## config.mk

```make
export PLATFORM = sky130hd
export DESIGN_NAME = bb_slave_port
export DESIGN_NICKNAME = d
export VERILOG_FILES = /design/src/rtl/bb_slave_port.sv
export SDC_FILE = /design/constraint.sdc
export NUM_CORES = 1
export LEC_CHECK = 0
export CAP_MARGIN = 20
export CORE_UTILIZATION = 42
export CTS_BUF_LIST = sky130_fd_sc_hd__clkbuf_8
export CTS_CLUSTER_SIZE = 25
export DETAILED_ROUTE_END_ITERATION = 16
export SLEW_MARGIN = 15
export SYNTH_ARGS = -nofsm -noshare
export SYNTH_HDL_FRONTEND = slang
export SYNTH_SLANG_ARGS = --single-unit
```

## constraint.sdc

```tcl
create_clock -name clk -period 2.65 [get_ports clk]
set_clock_uncertainty 0.15 [all_clocks]
set_input_delay 0.6625 -clock clk [delete_from_list [all_inputs] [get_ports clk]]
set_output_delay 0.6625 -clock clk [all_outputs]
set_load 0.01 [all_outputs]
```

## src/rtl/bb_slave_port.sv

```systemverilog
// Bit-serial bus slave port: deserialises a device/address/write-data stream from
// the master, issues single-byte memory accesses and serialises read data back MSB-first.
module bb_slave_port #(
  parameter int                  DEV_BITS     = 4,
  parameter logic [DEV_BITS-1:0] DEVICE_ID    = 4'h1,
  parameter int                  MEM_ADDR_W   = 12,
  parameter int                  SPLIT_EN     = 1,
  parameter int                  SPLIT_THRESH = 4
) (
  input  logic                  clk,
  input  logic                  rstn,
  input  logic                  mode,
  input  logic                  wr_bus,
  input  logic                  master_valid,
  output logic                  slave_ready,
  output logic                  rd_bus,
  output logic                  slave_valid,
  input  logic                  master_ready,
  output logic                  ack,
  output logic                  split,
  output logic [MEM_ADDR_W-1:0] mem_addr,
  output logic [7:0]            mem_wdata,
  output logic                  mem_we,
  output logic                  mem_re,
  input  logic [7:0]            mem_rdata,
  input  logic                  mem_rvalid
);

  typedef enum logic [2:0] {
    IDLE, DEV, ADDR, WR_DATA, MEM_WR, MEM_RD, RD_DATA, IGNORE
  } state_t;

  state_t                  state_reg, state_next;
  logic [MEM_ADDR_W-2:0]   sr_reg, sr_next;
  logic [MEM_ADDR_W-1:0]   sr_shift;
  logic [3:0]              cnt_reg, cnt_next;
  logic                    mode_reg, mode_next;
  logic                    ack_reg, ack_next;
  logic [MEM_ADDR_W-1:0]   addr_reg, addr_next;
  logic [7:0]              wdata_reg, wdata_next;
  logic [7:0]              rd_sr_reg, rd_sr_next;
  logic [7:0]              wait_reg, wait_next;
  logic                    accept, consume;

  // Only the low MEM_ADDR_W bits of the 16-bit stream are ever needed: the
  // device bits are checked as they arrive and are shifted out by the address.
  assign sr_shift = {sr_reg, wr_bus};

  assign slave_ready = (state_reg == IDLE) || (state_reg == DEV) ||
                       (state_reg == ADDR) || (state_reg == WR_DATA);
  assign slave_valid = (state_reg == RD_DATA);
  assign rd_bus      = (state_reg == RD_DATA) && rd_sr_reg[7];
  assign mem_we      = (state_reg == MEM_WR);
  assign mem_re      = (state_reg == MEM_RD) && (wait_reg == 8'd0);
  assign split       = (SPLIT_EN != 0) && (state_reg == MEM_RD) &&
                       (wait_reg >= 8'(SPLIT_THRESH));
  assign ack         = ack_reg;
  assign mem_addr    = addr_reg;
  assign mem_wdata   = wdata_reg;
  assign accept      = master_valid && slave_ready;
  assign consume     = slave_valid && master_ready;

  always_ff @(posedge clk or negedge rstn) begin
    if (!rstn) begin
      state_reg <= IDLE;
      sr_reg    <= '0;
      cnt_reg   <= '0;
      mode_reg  <= 1'b0;
      ack_reg   <= 1'b0;
      addr_reg  <= '0;
      wdata_reg <= '0;
      rd_sr_reg <= '0;
      wait_reg  <= '0;
    end else begin
      state_reg <= state_next;
      sr_reg    <= sr_next;
      cnt_reg   <= cnt_next;
      mode_reg  <= mode_next;
      ack_reg   <= ack_next;
      addr_reg  <= addr_next;
      wdata_reg <= wdata_next;
      rd_sr_reg <= rd_sr_next;
      wait_reg  <= wait_next;
    end
  end

  always_comb begin
    state_next = state_reg;
    sr_next    = sr_reg;
    cnt_next   = cnt_reg;
    mode_next  = mode_reg;
    ack_next   = ack_reg;
    addr_next  = addr_reg;
    wdata_next = wdata_reg;
    rd_sr_next = rd_sr_reg;
    wait_next  = wait_reg;
    case (state_reg)
      IDLE: begin
        ack_next = 1'b0;
        if (accept) begin
          sr_next    = sr_shift[MEM_ADDR_W-2:0];
          cnt_next   = 4'd1;
          mode_next  = mode;
          state_next = DEV;
        end
      end
      DEV: begin
        if (accept) begin
          sr_next  = sr_shift[MEM_ADDR_W-2:0];
          cnt_next = cnt_reg + 4'd1;
          if (cnt_reg == 4'(DEV_BITS - 1)) begin
            if (sr_shift[DEV_BITS-1:0] == DEVICE_ID) begin
              ack_next   = 1'b1;
              state_next = ADDR;
            end else begin
              state_next = IGNORE;
            end
          end
        end
      end
      ADDR: begin
        if (accept) begin
          sr_next  = sr_shift[MEM_ADDR_W-2:0];
          cnt_next = cnt_reg + 4'd1;
          if (cnt_reg == 4'd15) begin
            addr_next  = sr_shift;
            cnt_next   = 4'd0;
            wait_next  = 8'd0;
            state_next = mode_reg ? WR_DATA : MEM_RD;
          end
        end
      end
      WR_DATA: begin
        if (accept) begin
          wdata_next = {wdata_reg[6:0], wr_bus};
          cnt_next   = cnt_reg + 4'd1;
          if (cnt_reg == 4'd7) begin
            cnt_next   = 4'd0;
            state_next = MEM_WR;
          end
        end
      end
      MEM_WR: begin
        ack_next   = 1'b0;
        state_next = IDLE;
      end
      MEM_RD: begin
        if (mem_rvalid) begin
          rd_sr_next = mem_rdata;
          wait_next  = 8'd0;
          state_next = RD_DATA;
        end else if (wait_reg != 8'hFF) begin
          // Saturate so mem_re can never re-fire on a very long wait.
          wait_next = wait_reg + 8'd1;
        end
      end
      RD_DATA: begin
        if (consume) begin
          rd_sr_next = {rd_sr_reg[6:0], 1'b0};
          cnt_next   = cnt_reg + 4'd1;
          if (cnt_reg == 4'd7) begin
            cnt_next   = 4'd0;
            ack_next   = 1'b0;
            state_next = IDLE;
          end
        end
      end
      IGNORE: begin
        if (!master_valid) state_next = IDLE;
      end
      default: state_next = IDLE;
    endcase
  end

endmodule

```

After elaboration in Yosys (flattened, before gate mapping) --
Cells that the tools add are included.
Cells by class: multiplexer cells 36, reduce and logical (&&, ||, !) cells 25, add/sub/neg operators 2, equal/unequal tests 25, magnitude comparators 1
Operators by type and width (count):
- 8-bit two-way mux | 6
- 3-bit two-way mux | 13
- 8-bit one-hot mux with 2 select lines | 2
- 4-bit two-way mux | 7
- 3-bit one-hot mux with 8 select lines | 1
- 4-bit one-hot mux with 5 select lines | 1
- 3-bit == test (second input constant) | 4
- 2-bit by 1-bit inequality test with 1-bit output (second input constant) | 6
- 2-bit inequality test (second input constant) | 6
- 6-bit AND reduction | 2
- 11-bit AND reduction | 1
- 8-bit by 1-bit adder with 8-bit output (second input constant) | 1
- 8-bit by 3-bit greater-or-equal comparator with 1-bit output (second input constant) | 1
- 8-bit zero test | 1
- 8-bit inequality test (second input constant) | 1
- 3-bit by 2-bit == test with 1-bit output (second input constant) | 2
- 2-bit AND reduction | 3
- 3-bit AND reduction | 2
- 1-bit logical AND | 5
- 1-bit two-way mux | 5
- 5-bit nonzero test | 1
- 4-bit by 1-bit adder with 4-bit output (second input constant) | 1
- 4-bit by 1-bit == test with 1-bit output (second input constant) | 1
- 4-bit by 2-bit == test with 1-bit output (second input constant) | 1
- other kinds (12) | 15
Word-level totals: flip-flop bits (word level) 56, output and inout bits 27

Logic depth before layout (Yosys ltp) --
Gate-level depths: netlist of the first run.
word-level depth 7, depth in mapped cells 6, mapped depth without buffers 5

Worst setup path after synthesis of the first run --
No wires, ideal clock.
kind register to output, from register wait_reg[2], to output port mem_re, data required time 1.837 ns, arrival 1.296 ns, setup slack 0.541 ns, path buffers 0, cell stages (with the launch flop) 4, path through dfrtp_1 -> or4_1 -> nor3_1 -> and3_1
Between the ends: word-level cells in the longest chain between the ends 2
RTL lines:
- start, declared | line 42 | logic [7:0] wait_reg, wait_next;
- start signal, assigned | line 83 | wait_reg <= wait_next;
- 8-bit zero test | line 54 | assign mem_re = (state_reg == MEM_RD) && (wait_reg == 8'd0);
- 1-bit logical AND | line 54
- end, declared | line 24 | output logic mem_re,
No other way between the ends.

Final worst setup path of the first run --
Ends and elaborated chain as after synthesis.

==> results.sh, run 1 <==
export IMPL_clock_latency_ps=310
export IMPL_synth_area_leader_cell="dfrtp_1"
export IMPL_dr_pass1_iters=4
export IMPL_drive_gt1_share_pct=22.6
export IMPL_die_w_um=81.6
export IMPL_powerDensity_nw_per_um2=916
export IMPL_coreArea_um2=6030
export IMPL_clk_path_buf_depth=2
export IMPL_die_area_um2=6660
export IMPL_pwr_share_comb_pct=39.9
export IMPL_finalPower_mw=3.10
export IMPL_ios=42
export IMPL_place_congestion=0.806
export IMPL_synth_seq_area_share_pct=52.7
export IMPL_post_cts_buffers=0
export IMPL_synth_area_um2=2660
export IMPL_clock_sinks=56
export IMPL_p_sw_share_pct=34.6
export IMPL_viasPerCell=5.45
export IMPL_initial_utilization_pct=44.2
export IMPL_wl_per_cell_um=14.6
export IMPL_layout_area_overhead_vs_synth_pct=27.2
export IMPL_worst_path_largest_cell_delay_ps=550
export IMPL_worst_path_max_fanout=2
export IMPL_max_slew_margin_rel_pct=63.3
export IMPL_cp_start_kind="flop"
export IMPL_peakVddDrop_v=0.000583
export IMPL_grt_overflow=0
export IMPL_clk_pin_slew_worst_paths_ps=100
export IMPL_holdWs_ps=179
export IMPL_required_ps=1840
export IMPL_syn_nets=249
export IMPL_async_flop_share_pct=100
export IMPL_h_tree_depth=2
export IMPL_antenna_cells=0
export IMPL_grt_pass1_wl_mm=8.92
export IMPL_grt_pass1_vias=1876
export IMPL_switchingPower_mw=1.07
export IMPL_dr_total_vias=1977
export IMPL_synth_flop_cell="dfrtp_1"
export IMPL_ant_nets=0
export IMPL_hp_class="in -> async"
export IMPL_finalCriticalPeriod_ps=2550
export IMPL_final_area_um2=3390
export IMPL_p_clk_share_pct=15.6
export IMPL_worst_slew_pin_slew_ps=550
export IMPL_route_detailed_drc=0
export IMPL_postSynthAreaPerCell_um2=11.5
export IMPL_clock_root_buffer="clkbuf_8"
export IMPL_finalSetupViolations=0
export IMPL_synth_distinct_cells=43
export IMPL_track_usage_pct=17.6
export IMPL_synth_edf_count=0
export IMPL_synth_seq_cells=56
export IMPL_cts_hold_buf=0
export IMPL_final_nets=305
export IMPL_criticalPathCategory="reg -> out"
export IMPL_netlist_instances=231
export IMPL_drt_initial_drc_count=81
export IMPL_rows=28
export IMPL_final_max_slew_viol_count=0
export IMPL_dp_hpwl_mm=3.72
export IMPL_largest_register_ffs=12
export IMPL_tritoncts="built"
export IMPL_arrival_ps=1740
export IMPL_power_internal_mw=2.03
export IMPL_synth_top_area_share_pct=52.7
export IMPL_seqPwrFrac_pct=44.6
export IMPL_place_area_um2=3280
export IMPL_numPortBuffers=41
export IMPL_n_fill_cell=550
export IMPL_path_cells="or4_4 > nor3_4 > and3_1 > clkbuf_2"
export IMPL_rsz0062_at_grt="no"
export IMPL_cts_made_buffers=5
export IMPL_period_share_pct=96.2
export IMPL_antenna_found_initial=0
export IMPL_synth_area_leaders="dfrtp_1 (53%), mux2_2 (14%), o21ai_0 (3.0%), mux2i_1 (2.6%), nand2_1 (2.3%)"
export IMPL_die_h_um=81.6
export IMPL_cp_slowest_cell="or4_4"
export IMPL_cap_violations=0
export IMPL_hold_viol=0
export IMPL_yosys_warnings=0
export IMPL_wirelength_mm=5.29
export IMPL_cp_end_kind="output port"
export IMPL_p_leak_nw=1.49
export IMPL_fin_tns_setup_ps=0
export IMPL_fmax_mhz=392
export IMPL_grt_max_degree=34
export IMPL_status="finished, final reports clean"
-- area by class of cell --
class                      count  area, um^2  share of cell area [%]
clock inverter                 3        27.5                   0.813
timing repair buffer          58         553                    16.3
tap                           75        93.8                    2.77
inverter                       6        22.5                   0.665
multi-input combinational    160        1220                    36.0
clock buffer                   5        68.8                    2.03
sequential                    56        1400                    41.4
-- worst paths after layout --
| path | depth (start not counted) | slack [ps] | to | start |
|---|---|---|---|---|
| min in group clk | 2 | 350 | rd_sr_reg[7]$_DFFE_PN0P_ | rd_sr_reg[7]$_DFFE_PN0P_ |
| max in group asynchronous | 2 | 1610 | state_reg[1]$_DFFE_PN0P_ | rstn |
| hold / removal | 1 | 180 | rd_sr_reg[6]$_DFFE_PN0P_ | rstn |
| setup reg to reg | 6 | 550 | state_reg[2]$_DFFE_PN0P_ | cnt_reg[0]$_DFFE_PN0P_ |
| setup / recovery | 4 | 100 | mem_re | wait_reg[2]$_DFFE_PN0P_ |
| hold reg to reg | 2 | 350 | rd_sr_reg[7]$_DFFE_PN0P_ | rd_sr_reg[7]$_DFFE_PN0P_ |
-- layout by cell type, fill, tap and decap left out, drive strengths merged, types with 6 or more instances in the layout --
cell type / synthesis / layout
dfrtp: 56 / 56
clkdlybuf4s50: 0 / 38
mux2: 32 / 32
buf: 4 / 18
o21ai: 16 / 16
nand2: 16 / 16
a21oi: 10 / 10
a31oi: 8 / 8
nor2: 7 / 7
mux2i: 7 / 7
inv: 6 / 7
nand3: 6 / 6
clkbuf: 5 / 6
-- metrics by stage --
step           setup WS [ps]  instances  util (%)
2_1_floorplan            541        231         -
3_3_place_gp            63.7        355      54.4
3_5_place_dp            40.0        355      54.4
4_1_cts                 8.82        363      56.1
5_1_grt                 2.67        363      56.2
6_report                 101        363      56.2
-- power by group through the flow --
stage               sequential, mW  clock [mW]  combinational [mW]
finish                        1.38       0.483                1.24
detailed placement            1.40           0                1.22
CTS                           1.38       0.511                1.23
global placement              1.39           0                1.20
global route                  1.43       0.540                1.37
floorplan                     1.39           0               0.736
-- cells by family (layout without fill, tap and decap cells) --
group	Yosys count	after routing	synth area share (%)
muxes	39	39	16.2
xor gates and xnor gates	1	1	0.329
adders and majority gates	3	3	1.41
buffers and inverters	15	72	2.30
AOI/OAI and AO/OA	55	55	13.7
DFF	56	56	52.7
and+or+nand+nor	62	62	13.4
-- what timing repair did --
| item | CTS | global route |
|---|---|---|
| endpoints found under the setup margin | 2 | 2 |
| pin swaps | 0 | 1 |
| gates resized for setup | 3 | 5 |
| endpoints found under the hold margin | 0 | 0 |
| cloned | 0 | 0 |
-- Yosys cell counts (2+ instances only) --
| cell type | number |
|---|---|
| nand2_1 | 16 |
| a21o_1 | 4 |
| nor3_1 | 4 |
| nand3_1 | 6 |
| mux2_2 | 32 |
| or4_1 | 3 |
| a21oi_1 | 10 |
| nand3b_1 | 2 |
| mux2i_1 | 7 |
| and3_1 | 3 |
| dfrtp_1 | 56 |
| and3b_1 | 4 |
| buf_2 | 4 |
| a32o_1 | 3 |
| o21ai_0 | 16 |
| nor2_1 | 7 |
| o211ai_1 | 2 |
| clkbuf_1 | 5 |
| nand4b_1 | 3 |
| nor2b_1 | 3 |
| and2_1 | 2 |
| nand2b_1 | 3 |
| inv_1 | 6 |
| a22oi_1 | 2 |
| ha_1 | 3 |
| a31oi_1 | 8 |
-- routing by layer --
metal	vias to the layer above	track usage, %	share of wire, %
met2	42	25.9	44
li1	968	-	-
met5	-	0	0
met3	7	4.22	5.3
met4	0	5.79	1.3
met1	960	25.3	50
-- worst max-delay path, delay by kind of cell (launching register included) --
| kind | cells | cell delay (ps) |
|---|---|---|
| buffers and inverters | 1 | 130 |
| DFF | 1 | 390 |
| and+or+nand+nor | 3 | 910 |
Power figures use the tool's default switching activity.
==> run 2: changes to the inputs <==
--- a/config.mk
+++ b/config.mk
@@ -6,6 +6,7 @@
 export NUM_CORES = 1
 export LEC_CHECK = 0
 export CAP_MARGIN = 20
+export CORE_MARGIN = 2
 export CORE_UTILIZATION = 42
 export CTS_BUF_LIST = sky130_fd_sc_hd__clkbuf_8
 export CTS_CLUSTER_SIZE = 25
==> run 2 against run 1 <==
  * Critical path depth did not move
  * Fmax fell by 1.5%
  * Combinational power barely moved
  * Design area barely moved
  * Routed wire length rose by 0.91%
  * Non-clock buffer count did not move
  * Worst hold slack got worse by 29 ps
  * Largest power group unchanged
  * Core utilization fell by 2.0 points
  * Worst setup slack got worse by 38 ps
  * Sequential cell count did not move
  * Critical path type unchanged
  * Clock power rose by 1%
==> results.sh, run 2 (synthesis results as in run 1) <==
export IMPL_seqPwrFrac_pct=44.4
export IMPL_worst_path_largest_cell_delay_ps=550
export IMPL_final_nets=305
export IMPL_peakVddDrop_v=0.000483
export IMPL_clock_latency_ps=310
export IMPL_p_clk_share_pct=15.7
export IMPL_coreArea_um2=6240
export IMPL_switchingPower_mw=1.08
export IMPL_p_sw_share_pct=34.7
export IMPL_h_tree_depth=2
export IMPL_powerDensity_nw_per_um2=918
export IMPL_criticalPathCategory="reg -> out"
export IMPL_cp_end_kind="output port"
export IMPL_cts_hold_buf=0
export IMPL_cp_start_kind="flop"
export IMPL_rows=29
export IMPL_clock_sinks=56
export IMPL_antenna_cells=0
export IMPL_pwr_share_comb_pct=39.9
export IMPL_die_area_um2=6990
export IMPL_utilization_pct=54.2
export IMPL_critical_path_depth=4
export IMPL_path_cells="or4_4 > nor3_4 > and3_1 > clkdlybuf4s15_2"
export IMPL_grtUsageMet3_pct=3.56
export IMPL_status="finished, final reports clean"
export IMPL_hold_viol=0
export IMPL_clk_pin_slew_worst_paths_ps=110
export IMPL_clock_root_buffer="clkbuf_8"
export IMPL_ant_nets=0
export IMPL_cp_slowest_cell="or4_4"
export IMPL_p_leak_nw=1.50
export IMPL_place_congestion=0.858
export IMPL_cap_violations=0
export IMPL_drt_initial_drc_count=92
export IMPL_finalPower_mw=3.11
export IMPL_wl_per_cell_um=14.6
export IMPL_clk_path_buf_depth=2
export IMPL_track_usage_pct=16.6
export IMPL_required_ps=1840
export IMPL_route_detailed_drc=0
export IMPL_cts_made_buffers=5
export IMPL_antenna_found_initial=0
export IMPL_dp_hpwl_mm=3.77
export IMPL_tritoncts="built"
export IMPL_r2r_cells=6
export IMPL_arrival_ps=1770
export IMPL_grt_pass1_vias=1989
export IMPL_layout_commonest_cell="dfrtp_1"
export IMPL_worst_slew_pin_slew_ps=495
export IMPL_use_met2_pct=24.9
export IMPL_grt_pass1_wl_mm=9.54
export IMPL_period_share_pct=97.6
export IMPL_largest_register_ffs=12
export IMPL_initial_utilization_pct=42.6
export IMPL_dr_total_vias=1979
export IMPL_finalSetupViolations=0
export IMPL_grt_overflow=0
export IMPL_die_w_um=83.6
export IMPL_dr_pass1_iters=4
export IMPL_fin_tns_setup_ps=0
export IMPL_viasPerCell=5.42
export IMPL_worst_path_max_fanout=2
export IMPL_met1_usage_pct=24.3
export IMPL_hp_class="in -> async"
export IMPL_max_slew_margin_rel_pct=67.0
export IMPL_wirelength_mm=5.33
export IMPL_drive_gt1_share_pct=23.3
export IMPL_layout_area_overhead_vs_synth_pct=27.2
export IMPL_crit_family="simple AND/OR/NAND/NOR gates"
export IMPL_final_cell_mix="dfrtp_1 (56), clkdlybuf4s50_1 (37), mux2_2 (32)"
export IMPL_fmax_mhz=387
export IMPL_grt_max_degree=23
export IMPL_power_internal_mw=2.03
export IMPL_final_max_slew_viol_count=0
export IMPL_finalCriticalPeriod_ps=2590
export IMPL_rsz0062_at_grt="no"
export IMPL_busiest_layer="met2"
export IMPL_numPortBuffers=41
export IMPL_holdWs_ps=150
export IMPL_ios=42
export IMPL_die_h_um=83.6
export IMPL_crit_buf_inv=1
run 2: timing repair:
action | CTS | global route
setup buffers | 1 | 1
endpoints found under the setup margin | 3 | 3
gates cloned | 0 | 0
resized for setup | 10 | 1
pin swaps | 2 | 1
run 2: path summary, 6_finish.rpt:
kind | to | slack, ps | startpoint
max | mem_re | 60 | wait_reg[2]$_DFFE_PN0P_
min in group clk | rd_sr_reg[3]$_DFFE_PN0P_ | 340 | rd_sr_reg[3]$_DFFE_PN0P_
min | sr_reg[1]$_DFFE_PN0P_ | 150 | rstn
min reg2reg | rd_sr_reg[3]$_DFFE_PN0P_ | 340 | rd_sr_reg[3]$_DFFE_PN0P_
max reg2reg | ack$_DFFE_PN0P_ | 450 | cnt_reg[0]$_DFFE_PN0P_
max in group asynchronous | mem_addr[11]$_DFFE_PN0P_ | 1560 | rstn
run 2: stage by stage:
| stage | area, um^2 | setup WS (ps) | cells |
|---|---|---|---|
| after global routing | 3380 | 0.234 | 365 |
| after detailed placement | 3250 | 7.20 | 355 |
| final | 3380 | 62.9 | 365 |
| after floorplan | 2660 | 541 | 231 |
| after global placement | 3250 | 91.1 | 355 |
| after CTS | 3370 | 2.19 | 364 |
run 2: power groups by stage:
| stage | Clock, mW | Combinational [mW] | Sequential, mW |
|---|---|---|---|
| after CTS | 0.514 | 1.25 | 1.38 |
| after floorplan | 0 | 0.736 | 1.39 |
| after global routing | 0.541 | 1.38 | 1.43 |
| after detailed placement | 0 | 1.21 | 1.40 |
| after global placement | 0 | 1.19 | 1.39 |
| final | 0.489 | 1.24 | 1.38 |
run 2: final cells by class:
cell class | count | area, um^2
flip-flops and latches | 56 | 1400
multi-input cells | 160 | 1220
well taps | 77 | 96.3
repair buffers | 58 | 551
clock inverters | 3 | 25.0
fillers | 575 | 2860
inverters | 6 | 22.5
clock buffers | 5 | 68.8
run 2: routing by layer:
metal  vias up  wire [um]
met2        58       2370
met3         9        280
met4         0         70
met5         -          0
met1       948       2610
li1        964          -
==> variant, RTL diff (settings of run 1) <==
Reset style: synchronous (`rstn`), changed in one clocked block.
--- a/src/rtl/bb_slave_port.sv
+++ b/src/rtl/bb_slave_port.sv
@@ -62,3 +62,3 @@
 
-  always_ff @(posedge clk or negedge rstn) begin
+  always_ff @(posedge clk) begin
     if (!rstn) begin
Function: differs if rstn is asserted again (counterexample within 10 cycles, from zero or initial values and one cycle with rstn low); with rstn held inactive, the same outputs for 10 cycles.
==> variant against run 1 <==
Worst setup slack got worse by 0.0064 ns. First-iteration DRC count increased by 73%. Area after synthesis decreased by 3.0%. Routed wire length increased by 15%. Sequential share of layout area decreased by 7.3 points. Maximum frequency decreased by 0.25%. Count of clock-buffer cells in the layout unchanged. Die area decreased by 2.9%. Cell area decreased by 2.7%. Register-to-register slack improved by 0.04 ns. Highest routed layer unchanged. Synthesized cell count increased by 43%. Sequential cell count unchanged.
Power is not compared: it rests on default switching activity, and its combinational part moved more than twofold at a synthesized area within 25%.
==> variant: results <==
group,metric,value,unit
layout,final_nets,399,
placement,hpwl,4.27,mm
grt,grt_pass1_wl,10.3,mm
drt,wl_per_cell,13.3,um
synth,netlist-cell-type-count,47,
synth,ys_seq_area_share,43.4,%
synth,ys_top_cells_by_area,"dfxtp_1, nand2_1, a21oi_1",
grt,first_global_vias,2222,
cts,clk_latency,0.31,ns
synth,synth_ff_type,"dfxtp_1",
cts,clk_path_buf_depth,2,
layout,ff_latch_area,1120,um^2
drt,routed-via-count,2461,
sta,tightest_slew,0.541,ns
synth,yosysTopAreaCellShare,43.4,%
critical_path,crit_path_top_delay_cell,"or4_1",
synth,async_flop_share,0,%
layout,drive_above_1_share,9.16,%
critical_path,worstPathMaxFanout,2,
cts,htree_num_levels,2,
critical_path,crit_arrival,1.74,ns
grt,grt_usage,20.1,%
synth,syn-num-nets,349,
layout,n_fill_cell,573,
layout,largest_register_ffs,12,
critical_path,cpLargestDelayFamily,"simple AND/OR/NAND/NOR gates",
layout,diodes,0,
outcome,status,"finished, final reports clean",
placement,gp_congestion,0.822,
placement,placed_cell_area,3170,um^2
grt,antenna_found_initial,0,
grt,grt_max_degree,49,
critical_path,max_stage_delay,0.53,ns
synth,synth_common_cells,"nand2_1, dfxtp_1, a21oi_1, nor2_1, nand3_1",
min_path,hp-class,"register to register",
drt,first_pass_iters,4,
placement,port_buffers,41,
critical_path,reg2reg_depth,5,
drt,first_iter_violations,140,
variant: cell count changes after synthesis, sizes merged, moves of 9 or more:
cell | run 1 | this run
a21oi | 10 | 47
mux2 | 32 | 0
dfxtp | 0 | 56
dfrtp | 56 | 0
o21ai | 16 | 7
nand2 | 16 | 90
variant: repair_timing:
| item | in CTS | in global routing |
|---|---|---|
| setup buffers | 0 | 0 |
| setup endpoints to repair | 2 | 1 |
| resized for setup | 3 | 2 |
variant: layout make-up:
cell class | count | share of cell area [%]
Clock inverter | 3 | 1.41
Timing Repair Buffer | 61 | 17.3
Inverter | 6 | 0.684
Sequential cell | 56 | 34.1
Clock buffer | 5 | 2.09
Tap cell | 75 | 2.85
Multi-Input combinational cell | 251 | 41.5
variant: cell families after synthesis:
| kind of cell | synth area share (%) |
|---|---|
| buf+inv | 3.78 |
| xor+xnor | 0.339 |
| flops | 43.4 |
| compound gates | 20.4 |
| fa+ha+maj | 1.45 |
| mux | 1.16 |
| simple gates | 29.5 |
variant: metrics by stage:
| stage | total power (W) | instances | setup slack (ns) |
|---|---|---|---|
| after floorplan | 0.00128 | 331 | 0.550 |
| after global placement | 0.00148 | 449 | 0.0852 |
| after detailed placement | 0.00149 | 449 | 0.0954 |
| after CTS | 0.00207 | 457 | 0.0259 |
| after global routing | 0.00217 | 457 | 0.0106 |
| final | 0.00205 | 457 | 0.0948 |
variant: power by group through the flow:
stage / Clock, W / Combinational (W) / Sequential, W
5_1_grt: 0.000634 / 0.000587 / 0.000948
3_3_place_gp: 0 / 0.000530 / 0.000953
3_5_place_dp: 0 / 0.000532 / 0.000955
6_report: 0.000581 / 0.000533 / 0.000938
4_1_cts: 0.000600 / 0.000533 / 0.000935
2_1_floorplan: 0 / 0.000351 / 0.000934
variant: path summary, 6_finish.rpt:
check | from | end | slack (ns)
max | wait_reg[4] | mem_re | 0.09
min | mem_addr[3] | mem_addr[3] | 0.31
max reg2reg | cnt_reg[0] | wait_reg[3] | 0.59
min reg2reg | mem_addr[3] | mem_addr[3] | 0.31
variant: per-layer routing:
metal	track usage, %	up-vias	wire (um)
li1	-	1280	-
met1	27.5	1116	3080
met3	3.98	7	219
met2	32.3	58	2730
met4	4.64	0	66
met5	0	-	0
variant: worst min-delay path: cells and delay by family (launching register included):
family | cells | cell delay [ns]
flip-flops | 1 | 0.32
AND/OR/NAND/NOR | 1 | 0.05
AO/OA/AOI/OAI | 1 | 0.05
